===== config.mk =====
export PLATFORM = sky130hd
export DESIGN_NAME = player_ctrl
export DESIGN_NICKNAME = d
export VERILOG_FILES = /design/src/rtl/player_pkg.sv /design/src/rtl/rise_edge.sv /design/src/rtl/player_ctrl.sv
export SDC_FILE = /design/constraint.sdc
export NUM_CORES = 1
export LEC_CHECK = 0
export ABC_AREA = 1
export BUFFER_PORTS_ARGS = -buffer_cell sky130_fd_sc_hd__buf_4
export CAP_MARGIN = 15
export CELL_PAD_IN_SITES_DETAIL_PLACEMENT = 1
export CELL_PAD_IN_SITES_GLOBAL_PLACEMENT = 2
export CORE_ASPECT_RATIO = 0.8
export CORE_MARGIN = 1.5
export CORE_UTILIZATION = 28
export CTS_CLUSTER_DIAMETER = 200
export DETAILED_ROUTE_END_ITERATION = 6
export PLACE_DENSITY = 0.8
export SYNTH_ARGS = -nofsm -noshare
export SYNTH_HDL_FRONTEND = slang
export SYNTH_SLANG_ARGS = --single-unit
export TNS_END_PERCENT = 1

===== constraint.sdc =====
create_clock -name clk_in -period 1.6 [get_ports clk_in]
set_input_delay 0.08 -clock clk_in [delete_from_list [all_inputs] [get_ports clk_in]]
set_output_delay 0.08 -clock clk_in [all_outputs]
set_load 0.05 [all_outputs]

===== src/rtl/player_pkg.sv =====
// -----------------------------------------------------------------------------
// player_pkg
// Shared types and constants for the player controller:
//   - jump_state_t : jump trajectory states (GROUND, RISE, HANG, FALL)
//   - LANE_*       : lane encodings (3 is never driven)
//   - HEIGHT_W     : width of the jump height output
//   - next_lane()  : clamped single-step lane move from left/right edges
// -----------------------------------------------------------------------------
`timescale 1ns/1ps

package player_pkg;

    localparam int HEIGHT_W = 7;

    localparam logic [1:0] LANE_LEFT   = 2'd0;
    localparam logic [1:0] LANE_CENTRE = 2'd1;
    localparam logic [1:0] LANE_RIGHT  = 2'd2;

    typedef enum logic [1:0] {
        GROUND = 2'd0,
        RISE   = 2'd1,
        HANG   = 2'd2,
        FALL   = 2'd3
    } jump_state_t;

    // One lane step per edge, clamped at the outer lanes. Both edges in the
    // same cycle cancel out.
    function automatic logic [1:0] next_lane(input logic [1:0] cur,
                                             input logic       left_edge,
                                             input logic       right_edge);
        // NOTE: the result is assigned first on every path, so the function
        // always returns a defined value and callers never infer storage.
        next_lane = cur;
        if (left_edge && !right_edge && cur != LANE_LEFT)
            next_lane = cur - 2'd1;
        else if (right_edge && !left_edge && cur != LANE_RIGHT)
            next_lane = cur + 2'd1;
    endfunction

endpackage


===== src/rtl/rise_edge.sv =====
// -----------------------------------------------------------------------------
// rise_edge
// Rising-edge detector for one debounced button level.
// Ports:
//   clk_in   : system clock
//   rst_in   : asynchronous active-high reset (clears history)
//   level_in : debounced button level
//   edge_out : high for the cycle where level_in is 1 and was 0 last cycle
// The history register updates every cycle; the edge output is combinational.
// -----------------------------------------------------------------------------
`timescale 1ns/1ps

module rise_edge (
    input  logic clk_in,
    input  logic rst_in,
    input  logic level_in,
    output logic edge_out
);

    logic prev_level;

    always_ff @(posedge clk_in or posedge rst_in) begin
        // NOTE: registers use non-blocking assignment so every flop samples
        // its inputs from before the clock edge, independent of block order.
        if (rst_in)
            prev_level <= 1'b0;
        else
            prev_level <= level_in;
    end

    assign edge_out = level_in & ~prev_level;

endmodule


===== src/rtl/player_ctrl.sv =====
// -----------------------------------------------------------------------------
// player_ctrl
// Turns debounced player buttons into lane position, an airborne flag and a
// jump height for the game FSM and renderer.
// Ports:
//   clk_in     : system clock
//   rst_in     : asynchronous active-high reset
//   frame      : one-cycle pulse per video frame (only time base for jumps)
//   playing    : high while the game is in play
//   reset_game : synchronous clear of lane/jump state for a new game
//   btn_left   : debounced level, lane move on rising edge
//   btn_right  : debounced level, lane move on rising edge
//   btn_jump   : debounced level, jump start on rising edge
//   lane       : 0=left, 1=centre, 2=right (registered)
//   jump       : airborne flag while playing, btn_jump passthrough otherwise
//   height     : jump height above ground (registered)
// -----------------------------------------------------------------------------
`timescale 1ns/1ps

module player_ctrl
    import player_pkg::*;
#(
    parameter int RISE_FRAMES = 16,
    parameter int HANG_FRAMES = 8,
    parameter int RISE_STEP   = 4
) (
    input  logic                clk_in,
    input  logic                rst_in,
    input  logic                frame,
    input  logic                playing,
    input  logic                reset_game,
    input  logic                btn_left,
    input  logic                btn_right,
    input  logic                btn_jump,
    output logic [1:0]          lane,
    output logic                jump,
    output logic [HEIGHT_W-1:0] height
);

    localparam int CNT_MAX = (RISE_FRAMES > HANG_FRAMES) ? RISE_FRAMES : HANG_FRAMES;
    localparam int CNT_W   = $clog2(CNT_MAX + 1);

    // Counter value on the frame that completes each phase.
    localparam logic [CNT_W-1:0]    RISE_LAST = CNT_W'(RISE_FRAMES - 1);
    localparam logic [CNT_W-1:0]    HANG_LAST = CNT_W'(HANG_FRAMES - 1);
    localparam logic [HEIGHT_W-1:0] STEP      = HEIGHT_W'(RISE_STEP);

    logic        left_edge;
    logic        right_edge;
    logic        jump_edge;
    jump_state_t state;
    logic [CNT_W-1:0] cnt;

    rise_edge u_edge_left  (.clk_in(clk_in), .rst_in(rst_in), .level_in(btn_left),  .edge_out(left_edge));
    rise_edge u_edge_right (.clk_in(clk_in), .rst_in(rst_in), .level_in(btn_right), .edge_out(right_edge));
    rise_edge u_edge_jump  (.clk_in(clk_in), .rst_in(rst_in), .level_in(btn_jump),  .edge_out(jump_edge));

    // Lane: moves only in play, holds otherwise, recentred on a new game.
    always_ff @(posedge clk_in or posedge rst_in) begin
        if (rst_in)
            lane <= LANE_CENTRE;
        else if (reset_game)
            lane <= LANE_CENTRE;
        else if (playing)
            lane <= next_lane(lane, left_edge, right_edge);
    end

    // Jump trajectory, advanced only by frame pulses once airborne.
    always_ff @(posedge clk_in or posedge rst_in) begin
        if (rst_in) begin
            state  <= GROUND;
            height <= '0;
            cnt    <= '0;
        end else if (reset_game || !playing) begin
            state  <= GROUND;
            height <= '0;
            cnt    <= '0;
        end else begin
            case (state)
                GROUND: begin
                    // Edges outside GROUND are dropped: no double jump, no buffering.
                    if (jump_edge) begin
                        state <= RISE;
                        cnt   <= '0;
                    end
                end
                RISE: begin
                    if (frame) begin
                        height <= height + STEP;
                        if (cnt == RISE_LAST) begin
                            state <= HANG;
                            cnt   <= '0;
                        end else begin
                            cnt <= cnt + 1'b1;
                        end
                    end
                end
                HANG: begin
                    if (frame) begin
                        if (cnt == HANG_LAST) begin
                            state <= FALL;
                            cnt   <= '0;
                        end else begin
                            cnt <= cnt + 1'b1;
                        end
                    end
                end
                FALL: begin
                    // Land in the same update that brings height to zero.
                    if (frame) begin
                        if (height <= STEP) begin
                            height <= '0;
                            state  <= GROUND;
                        end else begin
                            height <= height - STEP;
                        end
                    end
                end
                default: begin
                    state  <= GROUND;
                    height <= '0;
                    cnt    <= '0;
                end
            endcase
        end
    end

    // Outside play the raw button level drives the FSM's start/restart handshake.
    assign jump = playing ? (state != GROUND) : btn_jump;

endmodule


==> summary.txt, run 1 <==
Worst setup path
  – CP required: between 1500 and 2000 ps
  – CP Capture Type: register
  – Critical Path, Cell by Cell: ha_4, nand2_4, nor2_4, ha_4, inv_2, nand2_2, nand2_2, nand2_4, or2_2, o21ai_2
  – Worst Path Max Fanout: 3
  – R2R Setup Slk: 7 ps
  – R2R Path Start: cnt[0]
  – Crit Path Class: reg2reg
  – Startpoint types: register
  – Worst path buffer plus inverter count: 1
  – Critical R2R Capture: cnt[0]
  – Worst path top cell family by delay: simple AND/OR/NAND/NOR gates
  – Crit path max-delay cell type: dfrtp_1
  – WP data arrival: 1780 ps
  – Worst R2R Path Depth: 10
  – Critical Path Stages: 10
  – CP max stage delay: ~410 ps

Die
  – Io pins: 18
  – Core area: roughly 4300 um2
  – Starting Density: between 20 and 30%
  – Row cnt: 21
  – Die ar.: ~4900 um2
  – Die Ht: roughly 63 um
  – Die Span X: about 78 um

Worst hold path
  – Worst Hold End: lane[0]
  – Hold Path Class: in2reg
  – Hold path start: reset_game
  – Hold-critical path depth: 3

Final layout
  – Layout fillers: 539
  – Area Growth Syn to Fin: 42.8%
  – Diode count: 0
  – Layout cell share with drive strength beyond 1: between 30% and 40%
  – Final #Nets: ~240
  – Post-layout util: a little over two fifths

Power and ir drop
  – Logic pwr share: 34.4%
  – Switching part of the total power: between 30% and 40%
  – Clock power share: 27.7%
  – P_sw: 0.000450 W
  – Register share of total power: a little under two fifths
  – Peak supply drop: around 420 uV
  – Cell Pwr Density: 690 nW/um2
  – Total power: between 0.001 and 0.0015 W
  – Leak: between 0.9 and 1 nW
  – Int Pwr: ~0.00079 W

Detailed routing
  – Via density: 4.59
  – Pre-Repair DR Iteration Count: 4
  – Wire per inst: between 10 and 15 um
  – DR iter-0 viols: 48
  – Final antenna-violating net count: 0
  – Via count: ~1,300
  – Final WL: approximately 3800 um
  – DRC viols: 0

Synth
  – Post-Syn Area: about 1300 um2
  – Synth unique cells: 28
  – Synth Instances: ~180
  – Area contributors post-synth: dfrtp_1 32%, nand2_1 16%, ha_1 10%
  – Synth top area share: 31.8%
  – Largest area contributor in the netlist: dfrtp_1
  – Synth Register Bits: 17
  – Yosys warnings: 0
  – Sequential fraction of the synthesis area: between 30% and 40%
  – Avg Cell Area, Syn: roughly 7.0 um2

STA
  – Achievable frequency: around 630 MHz
  – WHS: 123 ps
  – Clock period minus worst slack: around 1600 ps
  – Count of final hold-check violations: 0
  – RSZ-0062 raised after global routing: true
  – Period utilization: between 90 and 100%
  – Final setup viols: 0
  – Clock Skew: between 4 and 5 ps
  – Max Transition Viols Final: 0

CTS
  – Clk_lat worst skew: 260 ps
  – H-tree levels: 1
  – CTS clk-pin slew, worst paths: ~70 ps
  – Root buffer cell: clkbuf_8
  – CTS Buf Count: 3
  – Clk sinks: 17
  – CTS Buffer Depth: 2
  – CTS tree: yes

Global routing
  – Initial antenna violation count: 0
  – Largest net degree at the start of global routing: 12
  – Vias in the first global route: 1,339
  – Global route total overflow: 0
  – First-pass GRT wire length: 6230 um
  – GR Util All Layers: 16.0%

Place
  – Port bufs: 15
  – GPL Wtd Cong: approximately 0.75
  – Post-detail-place hpwl: 2830 um

Job
  – Max-Cap Viols: 0

Status
  – Status: complete, no violations
[tightest hold or removal path, stage by stage]
cell and delay, ps:
buf_4 110, inv_2 70, nand3_1 90
[worst max-delay path by stage]
stage               startpoint       end
finish                  cnt[0]    cnt[0]
global route            cnt[0]  state[1]
CTS                     cnt[1]  state[0]
detailed placement      cnt[0]    cnt[0]
global placement        cnt[0]    cnt[0]
floorplan            height[2]  state[0]
[per-stage QoR]
stage                     worst slack [ps]  instances  area (um2)  TNS [ps]
after floorplan                       10.5        180        1260         0
after global placement               -16.1        257        1490     -16.1
after detailed placement              -116        257        1490      -315
after CTS                            -18.5        270        1640     -43.3
after global routing                 -56.7        276        1800      -279
final                                 6.96        276        1800         0
[cells in the mapped netlist]
master    instances
nand3_1          18
xnor2_1           1
nand2_1          52
nand2_2           2
o21bai_1          1
nor2_2            4
xor2_1            2
nor2_4            1
conb_1            1
o21ai_1           2
a31oi_1           1
dfstp_2           1
buf_4             2
o21ai_2           2
dfrtp_1          16
o211ai_1          3
ha_1             10
or2_2             1
o21ai_0           4
nor3_1            2
inv_1            30
nor2_1            9
o22ai_1           2
nand3_2           1
buf_2             1
nand4_1           3
a21oi_1           6
inv_2             1
[power groups by stage]
| stage | sequential, W | clock [W] | combinational, W |
|---|---|---|---|
| 3_3_place_gp | 0.000474 | 0 | 0.000316 |
| 2_1_floorplan | 0.000498 | 0 | 0.000195 |
| 6_report | 0.000470 | 0.000343 | 0.000426 |
| 4_1_cts | 0.000468 | 0.000350 | 0.000370 |
| 3_5_place_dp | 0.000477 | 0 | 0.000326 |
| 5_1_grt | 0.000473 | 0.000371 | 0.000467 |
[layout make-up]
type                            count  area [um2]  area share [%]
Tap cell                           57        71.3            3.97
Inverter                           31         119            6.62
Timing Repair Buffer               38         295            16.4
Multi-Input combinational cell    129         836            46.6
Sequential cell                    17         429            23.9
Clock buffer                        4        45.0            2.51
[cells by family after synthesis]
group / after synthesis / share of synthesized area, %
buffers and inverters: 34 / 10.8
adders and majority gates: 10 / 9.95
other: 1 / 0.298
and+or+nand+nor: 93 / 32.8
DFF: 17 / 33.9
AOI/OAI and AO/OA: 21 / 10.1
xor gates and xnor gates: 3 / 2.09
[metal layers]
metal,track usage [%],wire length [um],vias to the layer above
li1,-,-,641
met5,0,0,-
met4,2.01,16,0
met2,26.7,1780,21
met3,3.65,185,2
met1,21.7,1790,602
[registers in the layout (all words and copies together) (netlist names)]
signal	count
state	2
lane	2
height	5
u_edge_left.prev_level	1
u_edge_jump.prev_level	1
cnt	5
u_edge_right.prev_level	1
[timing repair]
| item | 4_1_cts | 5_1_grt |
|---|---|---|
| buffers inserted | 5 | 6 |
| pin swaps | 9 | 9 |
| endpoints found under the setup margin | 6 | 12 |
| hold buffers | 4 | 0 |
| resized for setup | 13 | 24 |
| hold endpoints to repair | 13 | 0 |
[cell usage in the layout (no fill, tap or decap), types with 3 or more instances in the layout]
cell type	netlist	final
a21oi_1	6	6
ha_1	10	5
o21ai_0	4	4
dfrtp_1	16	14
o211ai_1	3	3
nand4_1	3	3
buf_4	2	34
nor2_1	9	8
dlygate4sd3_1	0	4
inv_2	1	3
nor2_4	1	5
nand2_1	52	42
nand2_4	0	5
nand3_1	18	16
nand2_2	2	7
ha_4	0	3
inv_1	30	27
clkbuf_8	0	3
Note: power is estimated with default switching activity, not from simulation.
==> inputs of run 2 (changes only) <==
- ABC_AREA: 1 -> not set
- CORE_UTILIZATION: 28 -> 31
==> run 2 against run 1 <==
Against the previous run: the flow now finishes with violations (negative setup slack); global-route usage up 3.0 points; via count is 1.3% lower; wire length grew 4.9%; sequential cell count unchanged; register-to-register slack worse by 110 ps; critical path depth decreased by 2; critical path type unchanged; highest routed layer unchanged.
==> summary.txt, run 2 <==
Synth
  – Most numerous cell in the Yosys netlist: dfrtp_1 (was nand2_1)
  – Synth Register Bits: 17 (unchanged)
  – Commonest cells post-synth: 16 x dfrtp_1, 11 x a21oi_1, 11 x inv_1 (was 52 x nand2_1, 30 x inv_1, 18 x nand3_1)
  – Area contributors post-synth: dfrtp_1 32%, ha_1 9.9%, a21oi_1 4.4% (was dfrtp_1 32%, nand2_1 16%, ha_1 10%)
  – Avg Cell Area, Syn: 9.04 um2 (was 7.02 um2)
  – Yosys warnings: 0 (unchanged)
  – Asr flop ratio synth: 100% (unchanged)
  – Sequential fraction of the synthesis area: 33.7% (was 33.9%)
  – Number of synthesized flops with an enable pin: 0 (unchanged)
  – Synth Instances: 140 (was 179)
  – Synth unique cells: 45 (was 28)
  – Largest area contributor in the netlist: dfrtp_1 (unchanged)
  – Main flop type after synthesis: dfrtp_1 (unchanged)
  – Synth top area share: 31.7% (was 31.8%)
  – Post-Syn Area: 1260 um2 (about the same)

Worst setup path
  – Startpoint types: register (unchanged)
  – WP data arrival: 1870 ps (was 1780 ps)
  – CP Capture Type: register (unchanged)
  – Crit Path Class: reg2reg (unchanged)
  – Worst Path Max Fanout: 3 (unchanged)
  – CP required: 1770 ps (was 1790 ps)
  – R2R Setup Slk: -100 ps (was 7 ps)

Status
  – Failing checks: negative setup slack
  – Status: finished with violations (was complete, no violations)

CTS
  – H-tree levels: 1 (unchanged)
  – Clk sinks: 17 (unchanged)
  – Clk_lat worst skew: 250 ps (was 260 ps)
  – CTS clk-pin slew, worst paths: 80 ps (was 70 ps)
  – CTS tree: yes (unchanged)
  – CTS Buffer Depth: 2 (unchanged)
  – CTS Buf Count: 3 (unchanged)
  – Root buffer cell: clkbuf_8 (unchanged)

Place
  – Placed insts: 223 (was 257)
  – Post-detail-place hpwl: 2690 um (was 2830 um)
  – Placement Setup Slack: -200 ps (was -116 ps)
  – Cell area after placement: 1570 um2 (was 1490 um2)
  – GPL Wtd Cong: 0.816 (was 0.750)
  – Port bufs: 15 (unchanged)

Global routing
  – Initial antenna violation count: 0 (unchanged)
  – Global route total overflow: 0 (unchanged)
  – First-pass GRT wire length: 6450 um (was 6230 um)
  – GR Util All Layers: 19.0% (was 16.0%)
  – Largest net degree at the start of global routing: 18 (was 12)
  – Vias in the first global route: 1,342 (was 1,339)

Detailed routing
  – Wire per inst: 16.8 um (was 13.7 um)
  – Via density: 5.30 (was 4.59)
  – Final antenna-violating net count: 0 (unchanged)
  – DR iter-0 viols: 50 (was 48)
  – Final WL: 3960 um (was 3770 um)
  – Pre-Repair DR Iteration Count: 4 (unchanged)
  – Via count: 1,250 (was 1,266)
  – DRC viols: 0 (unchanged)

Final layout
  – Area Growth Syn to Fin: 45.1% (was 42.8%)
  – Fin area: 1840 um2 (was 1800 um2)
  – Final #Nets: 200 (was 238)
  – Post-layout util: 47.6% (was 42.2%)
  – Commonest non-fill, non-tap cell in the layout: buf_4 (was nand2_1)
  – Largest registers: cnt (5), height (5) (unchanged)
  – Diode count: 0 (unchanged)
  – Layout fillers: 461 (was 539)
  – Layout cell share with drive strength beyond 1: 41.4% (was 33.8%)
  – Number of cells in the finished layout apart from fillers: 236 (was 276)
  – Most frequent cells in the layout: 38 x buf_4, 11 x a21oi_1, 11 x dfrtp_1 (was 42 x nand2_1, 34 x buf_4, 27 x inv_1)

Die
  – Die Span X: 74.4 um (was 77.9 um)
  – Die ar.: 4480 um2 (was 4900 um2)
  – Starting Density: 32.8% (was 29.5%)
  – Row cnt: 20 (was 21)
  – Core area: 3850 um2 (was 4260 um2)
  – Io pins: 18 (unchanged)
  – Die Ht: 60.1 um (was 62.9 um)

STA
  – RSZ-0062 raised after global routing: true (unchanged)
  – Setup TNS: -385 ps (was 0 ps)
  – Max Transition Viols Final: 0 (unchanged)
  – Count of final hold-check violations: 0 (unchanged)
  – Period utilization: 106% (was 99.6%)
  – Achievable frequency: 588 MHz (was 628 MHz)
  – Final setup viols: 9 (was 0)
  – Final worst slack: -101 ps (was 6.96 ps)
  – Clock Skew: 1.12 ps (was 4.40 ps)
  – Slew HR: between 50 and 60%
  – Clock period minus worst slack: 1700 ps (was 1590 ps)
  – Worst Tran Pin Value: between 600 and 700 ps

Worst hold path
  – Hold Path Class: in2reg (unchanged)

Power and ir drop
  – Switching part of the total power: 30.1% (was 36.3%)
  – P_sw: 0.000310 W (was 0.000450 W)
  – Cell Pwr Density: 560 nW/um2 (was 690 nW/um2)
  – Leak: 0.776 nW (was 0.925 nW)
  – Peak supply drop: 412 uV (was 424 uV)
  – Int Pwr: 0.000718 W (was 0.000789 W)
  – Register share of total power: 43.7% (was 37.9%)
  – Logic pwr share: 23.0% (was 34.4%)
  – Clock power share: 33.3% (was 27.7%)

Job
  – Max-Cap Viols: 0 (unchanged)
-- run 2: power groups by stage --
stage                     Sequential (W)  Combinational [W]  Clock (W)
after global routing            0.000451           0.000254   0.000380
after global placement          0.000456           0.000179          0
final                           0.000449           0.000237   0.000343
after CTS                       0.000449           0.000217   0.000354
after floorplan                 0.000469           0.000108          0
after detailed placement        0.000457           0.000186          0
-- run 2: stage by stage --
step	power, W	hold slack [ps]
2_1_floorplan	0.000577	5.06
3_3_place_gp	0.000635	206
3_5_place_dp	0.000642	211
4_1_cts	0.00102	76.3
5_1_grt	0.00108	70.1
6_report	0.00103	82.3
-- run 2: repair_timing --
item,CTS,global route
resized for setup,17,15
setup buffers,2,3
hold endpoints to repair,19,0
setup endpoints to repair,12,12
pin swaps,5,9
hold buffers,4,0
-- run 2: worst paths after layout --
check,startpoint,end,depth (start not counted)
min in group asynchronous,rst_in,u_edge_left.prev_level,3
max,cnt[0],state[0],8
min,reset_game,lane[0],2
max reg2reg,cnt[0],state[0],8
min reg2reg,lane[0],lane[1],2
max in group asynchronous,rst_in,height[4],3
-- run 2: layout make-up --
| cell class | count | area (um2) | share of cell area [%] |
|---|---|---|---|
| clock inverters | 1 | 7.51 | 0.409 |
| well taps | 55 | 68.8 | 3.75 |
| multi-input cells | 105 | 893 | 48.7 |
| clock buffers | 3 | 41.3 | 2.25 |
| flip-flops and latches | 17 | 433 | 23.6 |
| repair buffers | 44 | 348 | 19.0 |
| inverters | 11 | 43.8 | 2.39 |
-- run 2: kinds of logic (layout without fill, tap and decap cells) --
group | count (synthesis) | in the layout | synth area share (%)
compound gates | 45 | 45 | 25.4
simple gates | 45 | 45 | 20.7
buf+inv | 19 | 59 | 7.71
flops | 17 | 17 | 33.7
fa+ha+maj | 10 | 10 | 9.89
mux | 2 | 2 | 1.58
other cells | 1 | 2 | 0.296
xor+xnor | 1 | 1 | 0.693
-- run 2: critical path, stage by stage (launching register included) --
cell and delay (ps):
dfrtp_1 360, ha_2 190, nand3_2 100, inv_2 80, ha_4 120, nor2b_2 40, o21bai_4 170, a211o_1 320
a211oi_2 220
-- run 2: layer usage --
metal / vias to the layer above / GRT usage (%) / routed length (um)
met3: 6 / 4.72 / 140
met1: 629 / 23.7 / 1770
li1: 588 / - / -
met4: 0 / 4.68 / 46
met2: 27 / 32.9 / 2000
met5: - / 0 / 0
